## src/rtl/pbs_battle_datapath.sv

```systemverilog
// Battle datapath: player/AI HP registers, damage/heal/reload commands from the
// battle FSM, status flags, and a free-running LFSR for damage and catch variance.
module pbs_battle_datapath #(
  parameter int          HP_W         = 8,
  parameter int          P_MAX_HP     = 100,
  parameter int          AI_MAX_HP    = 100,
  parameter int          P_ATK        = 20,
  parameter int          AI_ATK       = 15,
  parameter int          HEAL_AMT     = 30,
  parameter int          CATCH_THRESH = 25,
  parameter bit          VAR_EN       = 1'b1,
  parameter logic [7:0]  LFSR_SEED    = 8'hA5
) (
  input  logic            clk,
  input  logic            reset_n,
  input  logic            load_ai_hp,
  input  logic            apply_ai_damage,
  input  logic            apply_p_damage,
  input  logic            p_heal,
  input  logic            catch,
  output logic [HP_W-1:0] p_hp,
  output logic [HP_W-1:0] ai_hp,
  output logic [HP_W-1:0] last_damage,
  output logic            ai_dead,
  output logic            p_dead,
  output logic            catch_success,
  output logic [2:0]      catch_count
);

  // Right-shift Galois form of x^8+x^6+x^5+x^4+1; maximal length, so a nonzero seed never reaches 0.
  localparam logic [7:0] LFSR_TAPS = 8'hB8;

  logic [7:0]      lfsr;
  logic [7:0]      lfsr_next;
  logic [HP_W-1:0] variance;
  logic [HP_W-1:0] dmg_ai;
  logic [HP_W-1:0] dmg_p;
  logic [HP_W-1:0] ai_hp_hit;
  logic [HP_W-1:0] p_hp_hit;
  logic [HP_W:0]   heal_sum;
  logic [HP_W-1:0] p_hp_healed;

  function automatic logic [HP_W-1:0] sat_sub(input logic [HP_W-1:0] hp,
                                               input logic [HP_W-1:0] dmg);
    return (dmg >= hp) ? '0 : hp - dmg;
  endfunction

  assign lfsr_next = {1'b0, lfsr[7:1]} ^ (lfsr[0] ? LFSR_TAPS : 8'h00);

  assign variance  = VAR_EN ? HP_W'(lfsr[2:0]) : '0;
  assign dmg_ai    = HP_W'(P_ATK) + variance;
  assign dmg_p     = HP_W'(AI_ATK) + variance;
  assign ai_hp_hit = sat_sub(ai_hp, dmg_ai);
  assign p_hp_hit  = sat_sub(p_hp, dmg_p);

  // Widened by one bit so the sum cannot wrap before the ceiling clamp.
  assign heal_sum    = {1'b0, p_hp} + (HP_W+1)'(HEAL_AMT);
  assign p_hp_healed = (heal_sum > (HP_W+1)'(P_MAX_HP)) ? HP_W'(P_MAX_HP) : heal_sum[HP_W-1:0];

  // NOTE: reset is sampled on the clock edge only, and every register below is
  // assigned with <= so all of them see the same pre-edge values.
  always_ff @(posedge clk) begin
    if (!reset_n) begin
      lfsr        <= LFSR_SEED;
      p_hp        <= HP_W'(P_MAX_HP);
      ai_hp       <= HP_W'(AI_MAX_HP);
      last_damage <= '0;
      catch_count <= '0;
    end else begin
      lfsr <= lfsr_next;

      if (load_ai_hp)           ai_hp <= HP_W'(AI_MAX_HP);
      else if (apply_ai_damage) ai_hp <= ai_hp_hit;

      // A dead player stays dead: heal only applies to nonzero HP.
      if (apply_p_damage)                   p_hp <= p_hp_hit;
      else if (p_heal && (p_hp != '0))      p_hp <= p_hp_healed;

      if (apply_ai_damage && !load_ai_hp)   last_damage <= dmg_ai;
      else if (apply_p_damage)              last_damage <= dmg_p;

      if (load_ai_hp)                       catch_count <= '0;
      else if (catch && (catch_count != 3'd7)) catch_count <= catch_count + 3'd1;
    end
  end

  assign ai_dead = (ai_hp == '0);
  assign p_dead  = (p_hp == '0);

  // Combinational so the FSM can sample the outcome in the same cycle as catch.
  assign catch_success = (ai_hp != '0) && (ai_hp <= HP_W'(CATCH_THRESH)) &&
                         (VAR_EN ? (lfsr[1:0] != 2'b00) : 1'b1);

endmodule

```

## config.mk

```make
export PLATFORM = sky130hd
export DESIGN_NAME = pbs_battle_datapath
export DESIGN_NICKNAME = d
export VERILOG_FILES = /design/src/rtl/pbs_battle_datapath.sv
export SDC_FILE = /design/constraint.sdc
export NUM_CORES = 1
export LEC_CHECK = 0
export CAP_MARGIN = 15
export CORE_ASPECT_RATIO = 0.6
export CORE_MARGIN = 2
export CORE_UTILIZATION = 55
export DETAILED_ROUTE_END_ITERATION = 7
export PLACE_DENSITY = 0.87
export SYNTH_ARGS = -nofsm -noshare
export SYNTH_HDL_FRONTEND = slang
export SYNTH_SLANG_ARGS = --single-unit
export TNS_END_PERCENT = 100
```

## constraint.sdc

```tcl
create_clock -name clk -period 8.1 [get_ports clk]
set_clock_uncertainty 0.05 [all_clocks]
set_input_delay 1.215 -clock clk [delete_from_list [all_inputs] [get_ports clk]]
set_output_delay 1.215 -clock clk [all_outputs]
set_load 0.05 [all_outputs]
```

# After elaboration in Yosys (flattened, before gate mapping)
# Cells that the tools add are included.
# totals
regBits	35
inputBits	7
out_inout_bits	30
elab_cells	40
# op_classes
n_addsub	6
order_cmp	4
eq_ne	1
muxes	8
bitwise	2
reduce_logical	14
# ops
op	count
$mux 8	8
$logic_not 8->1	2
$reduce_bool 8->1	2
$add 8x5->9 const B	1
$gt 9x7->1 const B	1
$ge 5x8->1	1
$ge 6x8->1	1
$le 8x5->1 const B	1
$sub 8x5->8	1
$sub 8x6->8	1
$xor 7x8->8	1
$add 5x3->6 const A	1
$reduce_bool 2->1	3
$add 4x3->5 const A	1
$logic_and 1x1->1	5
$add 3x1->3 const B	1
$ne 3x3->1 const B	1
$reduce_or 2->1	1
$logic_not 1->1	1
$not 1->1	1

# Depth between registers and ports, before layout
# Gate-level depths: netlist of the first run.
# logic_depth
depth_word	5
mapped_depth	11
depth_no_buf	10

# Least setup slack after synthesis of the first run
# No wires, ideal clock.
# synth_path
path_kind	reg2out
from	reg ai_hp[1]
to	out catch_success
arrival_ns	2.498
required_time_ns	6.835
setup_slack_ns	4.337
path_stages_with_launch	4
n_path_buf	0
cell_sequence	dfxtp_1 or2_2 and3_1 nor4_1
# synth_via
elab_chain_len	3
elab_cells_between_ends	4
classes_between	order compare (1); reduce/logical (3)
# synth_lines
element	line	source
start: declaration	22	output logic [HP_W-1:0] ai_hp,
start signal: assignment	66	ai_hp <= HP_W'(AI_MAX_HP);
start signal: assignment	72	if (load_ai_hp) ai_hp <= HP_W'(AI_MAX_HP);
start signal: assignment	73	else if (apply_ai_damage) ai_hp <= ai_hp_hit;
$le 8x5->1 or $reduce_bool 8->1 (tied branches)	91	assign catch_success = (ai_hp != '0) && (ai_hp <= HP_W'(CATCH_THRESH)) &&
$logic_and 1x1->1 (*) (2 in series)	91	
end: declaration	26	output logic catch_success,
# Mark *: on every way between the ends. The rest lies on a longest branch, timed or not.

# Final worst setup path of the first run
# layout_path
from	reg p_hp[3]
to	out p_dead
# layout_via
elab_chain_len	1
# layout_lines
element	line	source
start: declaration	21	output logic [HP_W-1:0] p_hp,
start signal: assignment	65	p_hp <= HP_W'(P_MAX_HP);
start signal: assignment	76	if (apply_p_damage) p_hp <= p_hp_hit;
start signal: assignment	77	else if (p_heal && (p_hp != '0)) p_hp <= p_hp_healed;
$logic_not 8->1	88	assign p_dead = (p_hp == '0);
end: declaration	25	output logic p_dead,
# No other way between the ends.

==> impl_metrics.toml, run 1 <==
[grt]
first_global_vias = 1607
grt_max_degree = 24
grtUsageTotal_pct = 23.4
gr-total-overflow = 0
antenna_found_initial = 0
grt_pass1_wl_um = 7980

[die]
io_pins = 37
rows = 17
start_util_pct = 57.7
core_um2 = 3680
die_w_um = 84.2
dieArea_um2 = 4390
dieHeight_um = 52.1

[logic_synthesis]
yosys.area.top_type_share_pct = 30.2
syn_avg_cell_area_um2 = 8.20
synthFlopType = "dfxtp_1"
yosys-top-cells-area = "dfxtp_1 30%, ha_1 7.7%, nor2_1 4.1%"
synth_edf_count = 0
yosysTopAreaCell = "dfxtp_1"
synth_seq_cells = 32
ys_types = 56
yosysMostFrequentCell = "dfxtp_1"
ys_seq_area_share_pct = 30.2
synth_area_um2 = 2120
async_flop_share_pct = 0
synth_common_cells = "32 x dfxtp_1, 23 x nor2_1, 17 x inv_1, 17 x nand2_1"
syn_inst = 259
ys_warn_count = 0

[clock_tree]
cts_tree = "done"
cts_hold_buf = 0
ctsLongestPathBuffers = 2
cts_sinks = 32
post_cts_buffers = 0
clkTransAtPathRegs_ns = 0.07
cts_inserted_buffers = 5
cts_max_level = 2
cts_resized = 0
clk_latency_ns = 0.28
cts_root_buf = "clkbuf_8"

[final_layout]
drive_above_1_share_pct = 6.29
final_cells = 333
seq_area_um2 = 641
nNetsFinal = 307
multi_input_area_um2 = 1330
nFillCells = 289
antenna_cells = 0
area_growth_pct = 19.2

[route]
drt_iter0_drc = 175
vias = 1911
ant_nets = 0
avgViaCountPerCell = 5.74
drc_errors = 0
wl_per_cell_um = 14.6
first_pass_iters = 5
wl_um = 4860

[timing]
slew_viol_final = 0
final.setup.tns_ns = 0
max_slew_margin_pct = 50.7
hold_viol = 0
finalSetupViolCount = 0
hold_ws_ns = 0.364
worstMarginPinSlew_ns = 0.738
worst_slack_ns = 4.51
fin_crit_ns = 3.59
period_share_pct = 44.3
rsz0062_at_grt = "no"
max_freq_ghz = 0.278

[place]
preCtsSetupSlack_ns = 4.80
dpl.hpwl_um = 3640
place_inst = 325
gp_congestion = 0.862
port_buffers = 33

[setup_path]
critical_path.max_fanout = 8
startpoint = "p_hp[3]"
endpoint_kind = "output port"
cp.buffers_inverters = 1
endpoint = "p_dead"
critPathArrivalTime_ns = 2.33
reg2reg_slack_ns = 5.21
cpLargestDelayFamily = "buffers and inverters"
cp-start-kind = "flip-flop"
crit_cells = 3
cpPeakStageDelay_ns = 0.84
crit_slowest_cell = "clkdlybuf4s50_1"
cp.required_ns = 6.84
r2r_start = "lfsr[0]"
r2r_end = "p_hp[5]"
ff2ff_path_depth = 10
crit_type = "reg2out"
crit_chain = "or4_4 > nor3_1 > clkdlybuf4s50_1"

[job]
drv_cap = 0

[pwr]
p_seq_share_pct = 34.0
peakVddDrop_mv = 0.152
pwr-share-clk_pct = 25.6
p_per_area_nw_per_um2 = 230
p_sw_mw = 0.223
p_comb_share_pct = 40.3
p_int_mw = 0.360
switching_share_pct = 38.3
p_leak_nw = 1.03

[run_status]
status = "complete, no violations"

[min_path]
hold_path.class = "reg2reg"
==> cell type report <==
type	instances	share of cell area (%)
inverter	17	2.52
sequential	32	25.3
timing repair buffer	33	13.0
tap	47	2.32
multi-input combinational	196	52.6
clock inverter	2	1.38
clock buffer	6	2.87
==> metrics by stage <==
step           util, %  power [mW]  area, um2
2_1_floorplan        -       0.381       2130
3_3_place_gp      65.9       0.429       2420
3_5_place_dp      65.9       0.432       2420
4_1_cts           68.8       0.582       2530
5_1_grt           68.8       0.619       2530
6_report          68.8       0.583       2530
==> kinds of logic after synthesis <==
logic type	share of synthesized area [%]
compound gates	21.0
xor+xnor	6.48
fa+ha+maj	10.0
buf+inv	7.54
flops	30.2
mux	1.41
other cells	0.177
simple gates	23.2
==> worst min path at each step <==
stage                        from  endpoint  slack (ns)  cells after the start
after global routing      lfsr[3]   lfsr[2]        0.40                      1
after floorplan           lfsr[3]   lfsr[2]        0.34                      1
after global placement    lfsr[3]   lfsr[2]        0.34                      1
final                     lfsr[3]   lfsr[2]        0.36                      1
after detailed placement  lfsr[3]   lfsr[2]        0.35                      1
after CTS                 lfsr[3]   lfsr[2]        0.37                      1
==> layout by cell type, fill, tap and decap left out, types with 8 or more instances in the layout <==
cell type,instances
a21oi_1,16
o21ai_0,16
clkdlybuf4s50_1,33
dfxtp_1,32
nor2b_1,8
inv_1,17
nor3_1,8
nand2_1,17
ha_1,13
nor2_1,23
==> registers in the layout, summed over array words and instances (netlist names) <==
name,count
lfsr,8
p_hp,8
catch_count,3
last_damage,5
ai_hp,8
==> metal layers <==
layer  vias up  wire (um)  GRT usage [%]
li1        965          -              -
met1       853       2440           37.5
met2        91       1920           30.2
met3         2        482           6.03
met4         0         25           4.84
met5         -          0              0
==> power groups by stage <==
stage          combinational [mW]  clock, mW  sequential (mW)
2_1_floorplan               0.153          0            0.228
3_3_place_gp                0.228          0            0.200
3_5_place_dp                0.231          0            0.201
4_1_cts                     0.233      0.151            0.198
5_1_grt                     0.257      0.160            0.202
6_report                    0.235      0.149            0.198
Note: power is estimated with default switching activity, not from simulation.
==> run 2, diff against run 1 <==
Settings changed: CORE_UTILIZATION 55 to 53, PLACE_DENSITY 0.87 to 0.84.
Clock period 8.1 ns to 3.6 ns, I/O delays scaled along.
==> run 2 against run 1 <==
  * The flow now finishes with violations (DRC)
  * Final cell count is 0.90% higher
  * Via count increased by 0.99%
  * Clock power up 100%
  * Non-clock buffer count rose by 3
  * Worst setup slack worse by 3.9 ns
  * Wire length is 4.2% higher
  * Combinational power up 130%
  * Critical path depth up 1
  * Register-to-register slack got worse by 4.4 ns
==> impl_metrics.toml, run 2 (synthesis gave the netlist of run 1 again) <==
[timing]
rsz0062_at_grt = "no"
max_slew_margin_pct = 60.0
period_share_pct = 81.9
hold_viol = 0
finalSetupViolCount = 0
slew_viol_final = 0
max_freq_ghz = 0.339
worstMarginPinSlew_ns = 0.595
final.setup.tns_ns = 0
fin_crit_ns = 2.95

[grt]
grt_pass1_wl_um = 8290
gr-total-overflow = 0
grtUsageTotal_pct = 24.1
first_global_vias = 1652
grt_max_degree = 23
antenna_found_initial = 0

[route]
avgViaCountPerCell = 5.74
first_pass_iters = 7
drc_errors = 3
ant_nets = 0
drt_iter0_drc = 143
wl_per_cell_um = 15.1
vias = 1930
wl_um = 5070

[run_status]
violations = "DRC"
status = "finished, violations left"

[clock_tree]
clk_latency_ns = 0.29
cts_max_level = 2
cts_tree = "done"
clkTransAtPathRegs_ns = 0.07
cts_inserted_buffers = 5
post_cts_buffers = 0
cts_resized = 0
cts_hold_buf = 0
cts_sinks = 32
cts_root_buf = "clkbuf_8"
ctsLongestPathBuffers = 2

[setup_path]
cp.required_ns = 3.01
critical_path.max_fanout = 6
critPathArrivalTime_ns = 2.36
crit_slowest_cell = "clkdlybuf4s50_1"
cp-start-kind = "flip-flop"
crit_type = "reg2out"
endpoint_kind = "output port"
cpPeakStageDelay_ns = 0.86
crit_chain = "inv_1 > ha_1 > nor4_1 > clkdlybuf4s50_1"
r2r_start = "lfsr[0]"
startpoint = "lfsr[0]"

[final_layout]
nFillCells = 315
drive_above_1_share_pct = 7.61
area_growth_pct = 19.8
final_common_cell = "clkdlybuf4s50_1"
final_cells = 336
nNetsFinal = 310
post-route-util_pct = 67.6
largestRegisters = "ai_hp: 8 flops, lfsr: 8 flops, p_hp: 8 flops"
final_cell_mix = "33 x clkdlybuf4s50_1, 32 x dfxtp_1, 23 x nor2_1"
antenna_cells = 0

[place]
gp_congestion = 0.988
place_inst = 328
dpl.hpwl_um = 3830
port_buffers = 33

[die]
dieArea_um2 = 4550
start_util_pct = 56.4
rows = 17
dieHeight_um = 53.0
io_pins = 37
die_w_um = 85.7
core_um2 = 3760

[pwr]
power_mw = 1.28
p_leak_nw = 1.04
p_per_area_nw_per_um2 = 504
peakVddDrop_mv = 0.331

[min_path]
hold_path.class = "reg2reg"
hold_start = "lfsr[3]"

[job]
drv_cap = 0
[run 2: changes by cell type in the layout (fill, tap and decap cells not counted), sizes merged]
cell      before  now
buf            0    3
clkinv         1    0
clkinvlp       0    2
bufinv         1    0
[run 2: layout make-up]
cell class              instances  area [um2]  area share (%)
repair buffers                 36         353            13.9
multi-input cells             196        1330            52.3
flip-flops and latches         32         641            25.2
clock inverters                 2        15.0           0.590
clock buffers                   6        82.6            3.24
well taps                      47        58.8            2.31
inverters                      17        63.8            2.51
[run 2: stage by stage]
| stage | hold slack [ns] | area (um2) | worst slack (ns) |
|---|---|---|---|
| after detailed placement | 0.347 | 2450 | 0.881 |
| after floorplan | 0.336 | 2130 | 0.512 |
| after global routing | 0.381 | 2540 | 0.566 |
| final | 0.359 | 2540 | 0.652 |
| after global placement | 0.340 | 2450 | 1.00 |
| after CTS | 0.364 | 2540 | 0.641 |
[run 2: worst max-delay path, delay by kind of cell, from the launching register on]
family / cells / cell delay (ns)
adder cells (fa/ha/maj): 1 / 0.24
buffers and inverters: 2 / 1.03
AND/OR/NAND/NOR: 1 / 0.34
flip-flops: 1 / 0.46
[run 2: per-layer routing]
| metal | routed length [um] | vias to the layer above | global-route usage, % |
|---|---|---|---|
| met3 | 473 | 7 | 6.86 |
| met4 | 45 | 0 | 5.56 |
| li1 | - | 953 | - |
| met2 | 1900 | 83 | 31.0 |
| met5 | 0 | - | 0 |
| met1 | 2650 | 887 | 37.9 |
[run 2: worst paths after layout]
check | end | slack [ns] | cells past startpoint
setup / recovery | catch_success | 0.65 | 4
hold reg to reg | lfsr[2] | 0.36 | 1
hold / removal | lfsr[2] | 0.36 | 1
setup reg to reg | p_hp[5] | 0.83 | 10
[run 2: report_power, final]
part,internal [mW],switching [mW]
Sequential,0.388,0.0598
Clock,0.155,0.143
Combinational,0.217,0.321
Total,0.760,0.524
==> run 3, diff against run 2 <==
Clock period 3.6 ns to 3 ns, I/O delays scaled along.
==> run 3 against run 2 <==
  * Final area rose by 0.59%
  * The flow still finishes with violations (DRC)
  * Worst setup slack got worse by 0.57 ns
  * Flip-flop and latch count did not move
  * Global-route usage rose by 0.92 points
  * Worst hold slack improved by 0.0098 ns
  * Non-clock buffer count rose by 3
  * Count of clock-buffer cells in the layout rose by 2
  * Critical path depth did not move
  * Sequential share of layout area fell by 0.15 points
  * Via count rose by 0.88%
  * Critical path type unchanged
==> impl_metrics.toml, run 3 (synthesis gave the netlist of run 1 again) <==
[route]
drt_iter0_drc = 142
wl_um = 5200
drc_errors = 3
first_pass_iters = 7
wl_per_cell_um = 15.3
avgViaCountPerCell = 5.74
ant_nets = 0
vias = 1947

[clock_tree]
cts_hold_buf = 0
post_cts_buffers = 0
cts_resized = 0
cts_tree = "done"
cts_inserted_buffers = 5
cts_root_buf = "clkbuf_8"
cts_sinks = 32
cts_max_level = 2
ctsLongestPathBuffers = 2
clkTransAtPathRegs_ns = 0.07
clk_latency_ns = 0.29

[final_layout]
drive_above_1_share_pct = 7.88
final_common_cell = "clkdlybuf4s50_1"
largestRegisters = "ai_hp: 8 flops, lfsr: 8 flops, p_hp: 8 flops"
area_growth_pct = 20.5
nNetsFinal = 313
final_area_um2 = 2560
post-route-util_pct = 68.0
antenna_cells = 0
final_cell_mix = "33 x clkdlybuf4s50_1, 32 x dfxtp_1, 23 x nor2_1"
nFillCells = 309
final_cells = 339

[setup_path]
endpoint_kind = "output port"
critical_path.max_fanout = 6
r2r_end = "p_hp[5]"
critPathArrivalTime_ns = 2.42
ff2ff_path_depth = 10
cp-start-kind = "flip-flop"
crit_type = "reg2out"
cp.required_ns = 2.50
startpoint = "lfsr[0]"
r2r_start = "lfsr[0]"
reg2reg_slack_ns = 0.23

[place]
place_inst = 331
gp_congestion = 1.03
dpl.hpwl_um = 3940
dpl_cell_area_um2 = 2470
preCtsSetupSlack_ns = 0.282
port_buffers = 33

[timing]
worst_slack_ns = 0.0824
hold_viol = 0
rsz0062_at_grt = "no"
max_slew_margin_pct = 64.9
finalSetupViolCount = 0
final.setup.tns_ns = 0
period_share_pct = 97.3
worstMarginPinSlew_ns = 0.521
fin_crit_ns = 2.92
slew_viol_final = 0
max_freq_ghz = 0.343

[min_path]
min_to = "lfsr[2]"
hold_start = "lfsr[3]"
whs_path_depth = 1
hold_path.class = "reg2reg"

[pwr]
p_seq_share_pct = 33.9
p_comb_share_pct = 43.9
switching_share_pct = 39.7
pwr-share-clk_pct = 22.2
p_leak_nw = 1.05
p_int_mw = 0.926
p_sw_mw = 0.609
peakVddDrop_mv = 0.347
p_per_area_nw_per_um2 = 600

[die]
dieHeight_um = 53.0
dieArea_um2 = 4550
io_pins = 37
die_w_um = 85.7
rows = 17
core_um2 = 3760
start_util_pct = 56.4

[grt]
grt_max_degree = 21
grt_pass1_wl_um = 8610
gr-total-overflow = 0
antenna_found_initial = 0
first_global_vias = 1756
grtUsageTotal_pct = 25.0

[run_status]
status = "finished, violations left"
violations = "DRC"

[job]
drv_cap = 0
## run 3: cell types whose count changed in the layout (fill, tap and decap cells not counted)
cell / change
clkinvlp_4: -2
clkbuf_1: +2
buf_4: +3
## run 3: worst max-delay path by stage
stage | cells after the start | end
floorplan | 3 | catch_success
global placement | 10 | p_hp[5]
detailed placement | 10 | p_hp[5]
CTS | 4 | catch_success
global route | 10 | p_hp[5]
finish | 4 | catch_success
## run 3: power groups by stage
| stage | clock network (mW) | registers, mW | logic (mW) |
|---|---|---|---|
| after global routing | 0.368 | 0.526 | 0.727 |
| final | 0.341 | 0.520 | 0.674 |
| after CTS | 0.346 | 0.520 | 0.663 |
| after floorplan | 0 | 0.616 | 0.413 |
| after detailed placement | 0 | 0.528 | 0.658 |
| after global placement | 0 | 0.528 | 0.653 |
## run 3: critical path: stages (launching register included)
cell and delay (ns):
dfxtp_1 0.46, inv_1 0.18, ha_1 0.25, nor4_1 0.37, clkdlybuf4s50_1 0.87
## run 3: routing by layer
metal	global-route usage, %	share of wire (%)	wire length, um
met1	37.0	48	2470
met2	34.8	40	2060
met3	7.49	12	620
met4	6.35	0.88	46
met5	0	0	0
## run 3: layout make-up
type | count | area, um2 | share of cell area [%]
multi-input cells | 196 | 1330 | 52.0
flip-flops and latches | 32 | 641 | 25.0
repair buffers | 39 | 375 | 14.7
clock buffers | 8 | 90.1 | 3.52
inverters | 17 | 63.8 | 2.49
well taps | 47 | 58.8 | 2.30
## run 3: per-stage QoR
stage	hold WS, ns	power (mW)
after floorplan	0.336	1.03
after global placement	0.341	1.18
after detailed placement	0.365	1.19
after CTS	0.371	1.53
after global routing	0.391	1.62
final	0.369	1.54
